## src/rtl/llc_pkg.sv

```systemverilog
// Shared types and widths for the LLC port arbiters.
package llc_pkg;

    localparam int ADDR_W = 64;
    localparam int LINE_W = 512;

    typedef enum logic [1:0] {
        ARB_IDLE,
        ARB_ISSUE,
        ARB_RESP
    } arb_state_t;

    typedef logic [LINE_W-1:0] line_t;
    typedef logic [ADDR_W-1:0] addr_t;

endpackage

```

## src/rtl/rr_arbiter.sv

```systemverilog
// Combinational round-robin picker: the first set request at or above ptr,
// wrapping from N-1 back to 0. Works for any N >= 2, power of two or not.
module rr_arbiter #(
    parameter int N = 2
) (
    input  logic [N-1:0]         req,
    input  logic [$clog2(N)-1:0] ptr,
    output logic [N-1:0]         gnt_onehot,
    output logic [$clog2(N)-1:0] gnt_idx,
    output logic                 any
);
    localparam int IDX_W = $clog2(N);

    // Index arithmetic modulo N; base < N and offset < N so one subtract suffices.
    function automatic logic [IDX_W-1:0] wrap_add(input logic [IDX_W-1:0] base,
                                                  input int unsigned     offset);
        int unsigned sum;
        sum = 32'(base) + offset;
        if (sum >= N) begin
            sum = sum - N;
        end
        return sum[IDX_W-1:0];
    endfunction

    logic [N-1:0]     rot_req;
    logic [IDX_W-1:0] off;

    // Rotate so that position 0 is the requester currently holding priority.
    for (genvar gi = 0; gi < N; gi++) begin : g_rot
        assign rot_req[gi] = req[wrap_add(ptr, gi)];
    end

    // Lowest rotated position with a request wins.
    always_comb begin
        off = '0;
        any = 1'b0;
        for (int i = N - 1; i >= 0; i--) begin
            if (rot_req[i]) begin
                off = IDX_W'(i);
                any = 1'b1;
            end
        end
    end

    assign gnt_idx = wrap_add(ptr, 32'(off));

    for (genvar gi = 0; gi < N; gi++) begin : g_onehot
        assign gnt_onehot[gi] = any & (gnt_idx == IDX_W'(gi));
    end

endmodule

```

## src/rtl/llc_read_arbiter.sv

```systemverilog
// Shares the single LLC read port among NUM_REQ requesters. Each requester owns
// a one-entry address buffer; buffers are served round-robin, one LLC read at a
// time, and the returned line is registered and handed back with a one-cycle
// one-hot resp_valid pulse.
module llc_read_arbiter
    import llc_pkg::*;
#(
    parameter int NUM_REQ        = 2,
    parameter int TIMEOUT_CYCLES = 1024
) (
    input  logic                      clk,
    input  logic                      reset,
    input  logic [NUM_REQ-1:0]        req_valid,
    input  logic [NUM_REQ*ADDR_W-1:0] req_addr,
    output logic [NUM_REQ-1:0]        req_ready,
    output logic [NUM_REQ-1:0]        resp_valid,
    output logic [LINE_W-1:0]         resp_data,
    output logic [ADDR_W-1:0]         llc_r_addr,
    output logic                      llc_r_addr_valid,
    input  logic [LINE_W-1:0]         llc_r_data,
    input  logic                      llc_r_data_valid,
    output logic                      err_timeout
);
    localparam int IDX_W = $clog2(NUM_REQ);
    localparam int CNT_W = $clog2(TIMEOUT_CYCLES + 1);
    localparam logic [CNT_W-1:0] CNT_LAST = CNT_W'(TIMEOUT_CYCLES - 1);
    localparam logic [IDX_W-1:0] IDX_LAST = IDX_W'(NUM_REQ - 1);

    arb_state_t         state_reg;
    logic [IDX_W-1:0]   grant_reg;
    logic [NUM_REQ-1:0] grant_onehot_reg;
    logic [IDX_W-1:0]   rr_ptr_reg;
    logic [CNT_W-1:0]   wait_cnt_reg;
    logic [NUM_REQ-1:0] buf_full_reg;
    addr_t              buf_addr_reg [NUM_REQ];
    logic [NUM_REQ-1:0] resp_valid_reg;
    line_t              resp_data_reg;
    addr_t              llc_r_addr_reg;
    logic               llc_r_addr_valid_reg;
    logic               err_timeout_reg;

    addr_t              req_addr_arr [NUM_REQ];
    logic [NUM_REQ-1:0] accept;
    logic [NUM_REQ-1:0] release_vec;
    logic [NUM_REQ-1:0] arb_onehot;
    logic [IDX_W-1:0]   arb_idx;
    logic [IDX_W-1:0]   rr_ptr_next;
    logic               arb_any;
    logic               txn_done;

    // The LLC line only counts while a read is outstanding.
    assign txn_done    = (state_reg == ARB_ISSUE) && llc_r_data_valid;
    assign rr_ptr_next = (grant_reg == IDX_LAST) ? '0 : grant_reg + 1'b1;

    // Per-requester unpacking, handshake and buffer release.
    for (genvar gi = 0; gi < NUM_REQ; gi++) begin : g_req
        assign req_addr_arr[gi] = req_addr[gi*ADDR_W +: ADDR_W];
        assign req_ready[gi]    = ~buf_full_reg[gi];
        assign accept[gi]       = req_valid[gi] & ~buf_full_reg[gi];
        assign release_vec[gi]  = txn_done & grant_onehot_reg[gi];
    end

    // Only registered buffer state feeds the arbiter, so a buffer filled this
    // cycle becomes eligible on the next one.
    rr_arbiter #(
        .N(NUM_REQ)
    ) u_rr_arbiter (
        .req       (buf_full_reg),
        .ptr       (rr_ptr_reg),
        .gnt_onehot(arb_onehot),
        .gnt_idx   (arb_idx),
        .any       (arb_any)
    );

    // Request buffers: fill on handshake, empty when the LLC returns the line.
    always_ff @(posedge clk) begin
        if (reset) begin
            buf_full_reg <= '0;
            for (int i = 0; i < NUM_REQ; i++) begin
                buf_addr_reg[i] <= '0;
            end
        end else begin
            for (int i = 0; i < NUM_REQ; i++) begin
                if (accept[i]) begin
                    buf_full_reg[i] <= 1'b1;
                    buf_addr_reg[i] <= req_addr_arr[i];
                end else if (release_vec[i]) begin
                    buf_full_reg[i] <= 1'b0;
                end
            end
        end
    end

    // Transaction FSM with registered LLC request, response and timeout flag.
    always_ff @(posedge clk) begin
        if (reset) begin
            state_reg            <= ARB_IDLE;
            grant_reg            <= '0;
            grant_onehot_reg     <= '0;
            rr_ptr_reg           <= '0;
            wait_cnt_reg         <= '0;
            resp_valid_reg       <= '0;
            resp_data_reg        <= '0;
            llc_r_addr_reg       <= '0;
            llc_r_addr_valid_reg <= 1'b0;
            err_timeout_reg      <= 1'b0;
        end else begin
            case (state_reg)
                ARB_IDLE: begin
                    resp_valid_reg <= '0;
                    if (arb_any) begin
                        grant_reg            <= arb_idx;
                        grant_onehot_reg     <= arb_onehot;
                        llc_r_addr_reg       <= buf_addr_reg[arb_idx];
                        llc_r_addr_valid_reg <= 1'b1;
                        wait_cnt_reg         <= '0;
                        state_reg            <= ARB_ISSUE;
                    end
                end
                ARB_ISSUE: begin
                    // Timeout only flags the condition; the read keeps waiting.
                    if (wait_cnt_reg == CNT_LAST) begin
                        err_timeout_reg <= 1'b1;
                    end
                    if (llc_r_data_valid) begin
                        resp_data_reg        <= llc_r_data;
                        resp_valid_reg       <= grant_onehot_reg;
                        rr_ptr_reg           <= rr_ptr_next;
                        wait_cnt_reg         <= '0;
                        llc_r_addr_valid_reg <= 1'b0;
                        state_reg            <= ARB_RESP;
                    end else if (wait_cnt_reg != CNT_LAST) begin
                        wait_cnt_reg <= wait_cnt_reg + 1'b1;
                    end
                end
                ARB_RESP: begin
                    // addr_valid is low here, so the LLC sees a gap before the next read.
                    resp_valid_reg <= '0;
                    state_reg      <= ARB_IDLE;
                end
                default: begin
                    state_reg <= ARB_IDLE;
                end
            endcase
        end
    end

    assign resp_valid       = resp_valid_reg;
    assign resp_data        = resp_data_reg;
    assign llc_r_addr       = llc_r_addr_reg;
    assign llc_r_addr_valid = llc_r_addr_valid_reg;
    assign err_timeout      = err_timeout_reg;

endmodule

```

## config.mk

```make
export PLATFORM = sky130hd
export DESIGN_NAME = llc_read_arbiter
export DESIGN_NICKNAME = d
export VERILOG_FILES = /design/src/rtl/llc_pkg.sv /design/src/rtl/rr_arbiter.sv /design/src/rtl/llc_read_arbiter.sv
export SDC_FILE = /design/constraint.sdc
export NUM_CORES = 1
export LEC_CHECK = 0
export BUFFER_PORTS_ARGS = -buffer_cell sky130_fd_sc_hd__buf_2
export CAP_MARGIN = 10
export CORE_AREA = 2 2 477 479
export CTS_CLUSTER_DIAMETER = 50
export DETAILED_ROUTE_END_ITERATION = 6
export DIE_AREA = 0 0 479 481
export GPL_ROUTABILITY_DRIVEN = 0
export HOLD_SLACK_MARGIN = 0.06
export PLACE_DENSITY = 0.3
export SKIP_CTS_REPAIR_TIMING = 1
export SLEW_MARGIN = 15
export SYNTH_ARGS = -nofsm -noshare
export SYNTH_HDL_FRONTEND = slang
export SYNTH_SLANG_ARGS = --single-unit
export TNS_END_PERCENT = 100
```

## constraint.sdc

```tcl
create_clock -name clk -period 4.4 [get_ports clk]
set_clock_uncertainty 0.05 [all_clocks]
set_input_delay 0.22 -clock clk [delete_from_list [all_inputs] [get_ports clk]]
set_output_delay 0.22 -clock clk [all_outputs]
set_load 0.005 [all_outputs]
```

==> summary.txt, run 1 <==
Power and ir drop
  – Clock share of power: 0.549
  – Net Sw Power: 0.00583 W
  – Sw Share: 0.266
  – Leak pwr: 20.1 nW
  – Share of power burned in combinational logic: 0.114
  – Worst VDD drop: 315 µV
  – Cell internal pwr: 0.0161 W
  – Cell Pwr Density: 458 nW/µm²
  – Sequential share of power: 0.337

Timing
  – Max Fclk: 0.348 GHz
  – RSZ-0062 raised after global routing: no
  – Rel. slew slack: 0.386
  – Final setup fails: 0
  – Fin crit share: 0.653
  – Worst slew pin tran: 0.921 ns
  – Hold Violations, Final: 0
  – Setup TNS: 0 ns
  – Fin. max-slew vios: 0
  – Post-layout min period: 2.87 ns

Synthesis
  – Post-synth EDFFs: 128
  – Post-synthesis mux area share: 0.0248
  – Synth area leaders: dfxtp_1, nand2_1, edfxtp_1, a21oi_1, and2_1
  – FF+latch count, synth: 727
  – Mapped Cells: 2900
  – Post-Synth Simple-Gate Area: 0.199
  – Largest area contributor in the netlist: dfxtp_1
  – Adder-cell share of the synthesized area: 0.000484
  – Syn avg cell area: 8.92 µm²
  – Primary FF master, synth: dfxtp_1
  – Largest family of logic cells by synthesized area: simple AND/OR/NAND/NOR gates
  – XOR/XNOR Fraction of Synth Area: 0
  – Post-synth top area share: 0.464
  – Yosys warnings: 0
  – Post-Syn Area: 25900 µm²
  – Compound-Gate Fraction of Synth Area: 0.129
  – Distinct cells, synth: 40
  – Asr flop ratio synth: 0
  – Post-Syn Nets: 3546
  – Sequential area share after synthesis: 0.612

Placement
  – Detailed Place HPWL: 126 mm
  – Placed cells: 6963
  – Port bufs: 1226

Final layout
  – Seq. cell area: 15800 µm²
  – Cell Count, Final, Fillers Out: 7956
  – Final core occ: 0.212
  – Commonest non-fill, non-tap cell in the layout: buf_2
  – Flip-flop count of the largest register after layout: 512
  – Multi-input logic area: 9200 µm²
  – Nets: 5448
  – Layout Area Growth over Synthesis: 85.0%
  – Fillers: 25200
  – Layout cell share with drive strength beyond 1: 0.312
  – Most frequent cells in the layout: buf_2, nand2_1, dlygate4sd3_1

Run
  – Max-cap violations: 0

Floorplanning
  – Top Ports: 1227
  – Die ar.: 230000 µm²
  – Chip height: 481 µm
  – Die span in x: 479 µm
  – Row cnt: 175
  – Initial Util: 0.115
  – Core ar.: 226000 µm²

Setup path
  – Data required, critical path: 5.05 ns
  – CP Launch Type: register
  – Critical path endpoint category: register
  – Setup CP Type: reg2reg
  – Critical Path Fanout Max: 65
  – Worst Path Arrival: 3.52 ns

CTS
  – Clk_lat worst skew: 0.79 ns
  – CTS clk-pin slew, worst paths: 0.05 ns
  – CTS Buf Count: 143
  – H-Tree Depth: 4
  – TritonCTS clock tree: yes
  – Clock buffer depth: 3
  – CTS Sinks: 727
  – CTS root buf: clkbuf_16

Drt
  – # DRC: 0
  – WL per Instance: 20.7 µm
  – ANT nets after route: 0
  – Detailed Routing Iterations Pass 1: 4
  – Iter 0 DRT Violations: 1056
  – Via density: 3.47
  – Final wirelength: 165 mm
  – Via Count: 27600

Hold path
  – Hold crit path type: in2reg

Global route
  – Largest net degree at the start of global routing: 155
  – Antenna violations before repair: 57
  – Vias in the first global route: 25300
  – Global-route wire length before repair: 215 mm
  – Global Route Usage Sum: 0.135
  – GRT overflow: 0

Run status
  – Status: finished, final reports clean
==> worst paths after layout <==
check	startpoint	end	slack, ns	cells past startpoint
worst min register to register	resp_data[360]$_SDFFE_PP0N_	resp_data[360]$_SDFFE_PP0N_	0.40	2
worst max-delay path	state_reg[0]$_SDFFE_PP0P_	resp_data[7]$_SDFFE_PP0N_	1.53	6
worst min-delay path	llc_r_data[214]	resp_data[214]$_SDFFE_PP0N_	0.17	4
worst max register to register	state_reg[0]$_SDFFE_PP0P_	resp_data[7]$_SDFFE_PP0N_	1.53	6
==> worst max-delay path: stages (launching register included) <==
cell and delay, ns:
dfxtp_1 0.40, nor2b_1 0.34, and2_4 0.70, buf_12 0.35, nand2_1 0.19, a21oi_1 0.15, dlygate4sd3_1 0.56
==> cell type report <==
type,count,area share
sequential,727,0.331
antenna,26,0.00136
tap,3009,0.0787
multi-input combinational,1946,0.192
clock inverter,90,0.0297
timing repair buffer,1978,0.286
clock buffer,174,0.0804
inverter,6,0.000471
==> layer usage <==
metal	global-route usage	vias up	share of wire
met5	0	-	0.00063
met2	0.223	1083	0.47
met3	0.0764	244	0.11
met1	0.143	12800	0.39
li1	-	13400	-
met4	0.0475	16	0.029
==> power by group through the flow <==
stage               Combinational, W  Clock [W]  Sequential, W
floorplan                   0.000798          0        0.00751
global placement             0.00204          0        0.00751
detailed placement           0.00204          0        0.00752
CTS                          0.00204     0.0125        0.00739
global route                 0.00277     0.0127        0.00743
finish                       0.00251     0.0120        0.00738
==> Yosys cell counts (2+ instances only) <==
library cell     n
nor2b_1          2
a211oi_1        69
edfxtp_1       128
nand2b_1         2
a41oi_1          2
nand3_1          5
nor3_1           4
a31oi_1          3
buf_1            2
inv_1            6
mux2i_1         64
nand2_1       1038
clkbuf_1       201
and3_1           2
nor2_1          78
nand4_1          2
and2_1         129
a311oi_2         3
buf_2           16
dfxtp_1        599
a311oi_1         2
a21oi_1        519
buf_6            2
o21ai_0          4
o21a_1           3
==> cells by family after synthesis <==
logic type | Yosys count
buf+inv | 227
mux | 64
simple gates | 1268
compound gates | 613
fa+ha+maj | 1
flops | 727
==> per-stage QoR <==
step | worst slack [ns] | hold WS [ns] | cell area (µm²) | power (W)
2_1_floorplan | 1.77 | 0.306 | 25900 | 0.00831
3_3_place_gp | 1.69 | 0.379 | 35500 | 0.00956
3_5_place_dp | 1.65 | 0.383 | 35500 | 0.00956
4_1_cts | 1.83 | -0.505 | 40700 | 0.0219
5_1_grt | 1.33 | 0.0896 | 47800 | 0.0229
6_report | 1.53 | 0.166 | 47800 | 0.0219
No activity file was read; power rests on OpenSTA's default activity.
==> inputs of run 2 (changes only) <==
clock period = 2.35 ns   (was 4.4 ns; I/O delays follow)
==> run 2 against run 1 <==
Against the previous run:
- sequential share of layout area decreased by 0.58 points
- register-to-register slack worse by 1.4 ns
- core utilization increased by 0.38 points
- critical path type unchanged
- critical endpoint is now resp_data[44]$_SDFFE_PP0N_
- largest cell class unchanged
==> summary.txt, run 2 (synthesized netlist as in run 1, its figures left out) <==
Setup path
  – Reg2Reg Launch Point: state_reg[0]$_SDFFE_PP0P_
  – Reg2reg path depth: 8 (+2)
  – Critical Path Fanout Max: 19 (-71%)
  – Critical path endpoint category: register
  – Setup CP Type: reg2reg
  – Worst Path Arrival: 2.82 ns (-0.70 ns)
  – Internal reg-to-reg setup slack: 0.12 ns (-1.41 ns)
  – Data required, critical path: 2.94 ns (-2.11 ns)
  – Reg-to-Reg End: resp_data[44]$_SDFFE_PP0N_
  – CP Launch Type: register

CTS
  – CTS root buf: clkbuf_16
  – CTS Buf Count: 136 (-4.9%)
  – TritonCTS clock tree: yes
  – CTS clk-pin slew, worst paths: 0.05 ns (about the same)
  – Clk_lat worst skew: 0.76 ns (-0.03 ns)
  – Clock buffer depth: 3 (unchanged)
  – CTS Sinks: 727 (unchanged)
  – H-Tree Depth: 4 (unchanged)

Placement
  – DP Area: 36100 µm² (+1.7%)
  – Port bufs: 1226 (unchanged)
  – Detailed Place HPWL: 128 mm (+1.5%)

Timing
  – Hold Violations, Final: 0 (unchanged)
  – Final setup fails: 0 (unchanged)
  – RSZ-0062 raised after global routing: no
  – Fin crit share: 0.951 (+0.298)
  – Rel. slew slack: 0.127 (-0.259)
  – Post-layout min period: 2.23 ns (-0.638 ns)
  – Fin. max-slew vios: 0 (unchanged)
  – Max Fclk: 0.448 GHz (+29%)
  – Worst slew pin tran: 1.31 ns (+0.389 ns)

Global route
  – Antenna violations before repair: 37 (-35%)
  – GRT overflow: 0 (unchanged)
  – Largest net degree at the start of global routing: 204 (+32%)
  – Vias in the first global route: 25300 (+0.19%)
  – Global Route Usage Sum: 0.134 (-0.00102)
  – Global-route wire length before repair: 213 mm (-0.72%)

Floorplanning
  – Row cnt: 175 (unchanged)
  – Die span in x: 479 µm (unchanged)
  – Top Ports: 1227 (unchanged)
  – Core ar.: 226000 µm² (unchanged)
  – Die ar.: 230000 µm² (unchanged)
  – Initial Util: 0.115 (unchanged)
  – Chip height: 481 µm (unchanged)

Drt
  – WL per Instance: 20.5 µm (-1.1%)
  – Via Count: 28100 (+1.9%)
  – Detailed Routing Iterations Pass 1: 5 (+1)
  – Final wirelength: 165 mm (about the same)
  – Iter 0 DRT Violations: 1234 (+17%)
  – Via density: 3.50 (+0.81%)
  – # DRC: 0 (unchanged)
  – ANT nets after route: 0 (unchanged)

Hold path
  – Hold Path Sink: resp_data[215]$_SDFFE_PP0N_
  – Worst Hold Depth: 4 (unchanged)
  – Hold crit path type: in2reg
  – HP Start: llc_r_data[215]

Final layout
  – Final instance area: 48700 µm² (+1.8%)
  – Most frequent cells in the layout: buf_2, nand2_1, dlygate4sd3_1
  – Fillers: 25300 (+0.19%)
  – Layout Area Growth over Synthesis: 88.3%
  – Nets: 5552 (+1.9%)
  – Flip-flop count of the largest register after layout: 512 (unchanged)
  – Commonest non-fill, non-tap cell in the layout: buf_2
  – Seq. cell area: 15800 µm² (unchanged)
  – Layout cell share with drive strength beyond 1: 0.312 (-0.000333)
  – Multi-input logic area: 9200 µm² (unchanged)

Run status
  – Status: finished, final reports clean

Power and ir drop
  – Net Sw Power: 0.0105 W (+79%)
  – Leak pwr: 20.5 nW (+1.6%)
  – Cell internal pwr: 0.0294 W (+82%)
  – Sequential share of power: 0.347 (+0.010)
  – Power Total: 0.0398 W (+82%)
  – Worst VDD drop: 614 µV (+95%)
  – Cell Pwr Density: 817 nW/µm² (+78%)
  – Clock share of power: 0.528 (-0.021)
  – Share of power burned in combinational logic: 0.125 (+0.011)
  – Sw Share: 0.263 (-0.00351)

Run
  – Max-cap violations: 0 (unchanged)
[run 2: cell type report]
class / instances / share of cell area
inverter: 6 / 0.000462
timing repair buffer: 2089 / 0.307
sequential: 727 / 0.325
antenna: 15 / 0.000771
tap: 3009 / 0.0773
multi-input combinational: 1946 / 0.189
clock buffer: 176 / 0.0799
clock inverter: 72 / 0.0201
[run 2: worst max path at each step]
stage | endpoint | from | slack [ns] | cells past startpoint
global route | resp_data[40]$_SDFFE_PP0N_ | state_reg[0]$_SDFFE_PP0P_ | 0.003 | 8
global placement | resp_data[474]$_SDFFE_PP0N_ | state_reg[0]$_SDFFE_PP0P_ | 0.38 | 6
floorplan | buf_addr_reg[0][0]$_SDFFCE_PN0P_ | reset | -0.18 | 4
detailed placement | resp_data[26]$_SDFFE_PP0N_ | state_reg[0]$_SDFFE_PP0P_ | 0.33 | 6
finish | resp_data[44]$_SDFFE_PP0N_ | state_reg[0]$_SDFFE_PP0P_ | 0.12 | 8
CTS | resp_data[26]$_SDFFE_PP0N_ | state_reg[0]$_SDFFE_PP0P_ | 0.31 | 6
[run 2: layer usage]
layer  share of wire  up-vias  track usage
met5         0.00033        -            0
met4           0.025        8       0.0431
met3            0.11      223       0.0793
met2            0.48     1138        0.225
met1            0.39    13100        0.138
li1                -    13700            -
[run 2: power by group through the flow]
stage | clock network, W | logic (W) | registers (W)
floorplan | 0 | 0.00149 | 0.0141
global placement | 0 | 0.00400 | 0.0140
detailed placement | 0 | 0.00399 | 0.0141
CTS | 0.0218 | 0.00400 | 0.0138
global route | 0.0223 | 0.00546 | 0.0139
finish | 0.0210 | 0.00497 | 0.0138
[run 2: critical path: stages (launching register included)]
cell and delay [ns]:
dfxtp_1 0.41, nor2b_1 0.19, buf_4 0.15, nand2_4 0.17, buf_12 0.23, buf_4 0.19, nand2_1 0.07, a21oi_1 0.05
dlygate4sd3_1 0.58
[run 2: metrics by stage]
step	hold WS, ns	util	setup WS [ns]	instances	TNS, ns
2_1_floorplan	0.203	-	-0.178	2900	-22.84
3_3_place_gp	0.307	0.160	0.382	7005	0
3_5_place_dp	0.314	0.160	0.328	7005	0
4_1_cts	-0.572	0.181	0.312	7253	0
5_1_grt	0.0464	0.216	0.00285	8038	0
6_report	0.0944	0.216	0.116	8040	0
==> inputs of run 3 (changes only) <==
BUFFER_PORTS_ARGS = unset   (was -buffer_cell sky130_fd_sc_hd__buf_2)
DONT_BUFFER_PORTS = 1   (was unset)
==> run 3 against run 2 <==
Against the previous run:
- largest power group unchanged
- combinational power shrank 33%
- die area stayed put
- register-to-register slack got worse by 0.09 ns
- clock-buffer cell count shrank 32
- critical path depth shrank 2
- the flow now finishes with violations (negative hold slack, max-slew violations)
- sequential share of layout area is 4.9 points higher
- power decreased by 9.1%
- maximum frequency shrank 3.9%
- core utilization shrank 2.8 points
- clock power down 11%
- via count decreased by 16%
- design area decreased by 13%
==> summary.txt, run 3 (synthesized netlist as in run 1, its figures left out) <==
Final layout
  – Layout Area Growth over Synthesis: 63.5%
  – Most frequent cells in the layout: nand2_1, dlygate4sd3_1, dfxtp_1
  – Nets: 4341 (-22%)
  – Flip-flop count of the largest register after layout: 512 (unchanged)
  – Layout cell share with drive strength beyond 1: 0.0782 (-0.234)
  – Commonest non-fill, non-tap cell in the layout: nand2_1
  – Final core occ: 0.187 (-0.0284)

Timing
  – Setup TNS: 0 ns (unchanged)
  – Rel. slew slack: -0.104 (-0.230)
  – Fin crit share: 0.989 (+0.0381)
  – Final hold slack: -0.579 ns (-0.673 ns)
  – Final setup fails: 0 (unchanged)
  – Hold Violations, Final: 390 (+390)
  – Post-layout min period: 2.32 ns (+0.0895 ns)
  – Worst slew pin tran: 1.66 ns (+0.346 ns)
  – Fin. max-slew vios: 172 (+172)
  – Max Fclk: 0.430 GHz (-3.9%)

CTS
  – CTS root buf: clkbuf_16
  – Clock buffer depth: 3 (unchanged)
  – CTS Buf Count: 118 (-13%)
  – CTS clk-pin slew, worst paths: 0.06 ns (about the same)
  – TritonCTS clock tree: yes
  – CTS Sinks: 727 (unchanged)
  – H-Tree Depth: 3 (-1)
  – Clk_lat worst skew: 0.75 ns (about the same)

Floorplanning
  – Row cnt: 175 (unchanged)
  – Initial Util: 0.115 (unchanged)
  – Core ar.: 226000 µm² (unchanged)
  – Chip height: 481 µm (unchanged)
  – Top Ports: 1227 (unchanged)
  – Die ar.: 230000 µm² (unchanged)
  – Die span in x: 479 µm (unchanged)

Setup path
  – Slowest CP cell: dlygate4sd3_1
  – Critical path endpoint category: register
  – CP peak stage delay: 0.56 ns (-0.02 ns)
  – Critical Path Fanout Max: 61 (+42)
  – Cells along the critical path: inv_1 > nand2_1 > a21oi_4 > buf_12 > and2_1 > dlygate4sd3_1
  – Setup CP Type: reg2reg
  – Data required, critical path: 2.79 ns (-0.15 ns)
  – Worst Path Arrival: 2.77 ns (-0.05 ns)
  – CP Launch Type: register

Global route
  – GRT overflow: 0 (unchanged)
  – Global Route Usage Sum: 0.123 (-0.0108)
  – Global-route wire length before repair: 190 mm (-11%)
  – Vias in the first global route: 19900 (-21%)
  – Largest net degree at the start of global routing: 600 (+190%)
  – Antenna violations before repair: 73 (+97%)

Run
  – Max-cap violations: 0 (unchanged)

Power and ir drop
  – Leak pwr: 14.5 nW (-29%)
  – Cell Pwr Density: 856 nW/µm² (+4.7%)
  – Worst VDD drop: 563 µV (-8.4%)

Placement
  – Port bufs: 0 (-100%)
  – Detailed Place HPWL: 119 mm (-7.5%)

Run status
  – Status: finished with violations
  – Failing checks: negative hold slack, max-slew violations

Drt
  – Iter 0 DRT Violations: 1236 (+0.16%)
  – # DRC: 0 (unchanged)
  – ANT nets after route: 0 (unchanged)
  – Detailed Routing Iterations Pass 1: 6 (+1)
  – WL per Instance: 22.4 µm (+9.6%)
  – Via density: 3.47 (-0.85%)
  – Final wirelength: 153 mm (-7.0%)
  – Via Count: 23700 (-16%)

Hold path
  – Hold crit path type: in2reg
[run 3: changes by cell type in the layout (fill, tap and decap cells not counted), sizes merged, moves of 2 or more]
cell	before	now
buf	1317	71
dlygate4sd3	772	825
clkbuf	176	144
inv	17	25
diode	15	21
bufinv	16	14
clkinvlp	9	7
[run 3: worst paths after layout]
check             slack, ns                    startpoint  depth (start not counted)                          endpoint
setup / recovery       0.03  buf_full_reg[1]$_SDFFE_PP0P_                          6  buf_addr_reg[0][9]$_SDFFCE_PN0P_
hold / removal        -0.58                         reset                          1         resp_data[2]$_SDFFE_PP0N_
setup reg to reg       0.03  buf_full_reg[1]$_SDFFE_PP0P_                          6  buf_addr_reg[0][9]$_SDFFCE_PN0P_
hold reg to reg        0.38        grant_reg$_SDFFE_PP0P_                          1           rr_ptr_reg$_SDFFE_PP0N_
[run 3: power by group]
group | switching (W) | internal [W]
sequential | 0.000841 | 0.0135
clock | 0.00707 | 0.0115
combinational | 0.00164 | 0.00168
[run 3: critical path: cells and delay by family, from the launching register on]
family,cells,cell delay (ns)
AND/OR/NAND/NOR,2,0.44
buffers and inverters,3,0.95
flip-flops,1,0.45
AO/OA/AOI/OAI,1,0.10
[run 3: layout make-up]
| cell class | count | area (µm²) |
|---|---|---|
| inverters | 6 | 22.5 |
| clock buffers | 144 | 3260 |
| multi-input cells | 1946 | 9200 |
| flip-flops and latches | 727 | 15800 |
| fillers | 25000 | 183000 |
| well taps | 3009 | 3760 |
| clock inverters | 77 | 957 |
| diodes | 21 | 52.6 |
| repair buffers | 896 | 9190 |
[run 3: through the flow]
stage          instance area, µm²  instances  setup slack (ns)  total power (W)  hold slack (ns)
5_1_grt                     42300       6821           -0.0266           0.0378           -0.653
6_report                    42300       6826            0.0260           0.0362           -0.579
2_1_floorplan               25900       2900            -0.178           0.0156            0.203
4_1_cts                     34000       5980            0.0770           0.0357           -0.714
3_3_place_gp                29800       5759             0.209           0.0167            0.186
3_5_place_dp                29800       5759             0.180           0.0167            0.186
[run 3: layer usage]
layer / share of wire / up-vias / global-route usage
met3: 0.15 / 306 / 0.0994
met1: 0.33 / 11000 / 0.108
li1: - / 11200 / -
met4: 0.043 / 20 / 0.0581
met5: 0.00088 / - / 0
met2: 0.47 / 1182 / 0.201
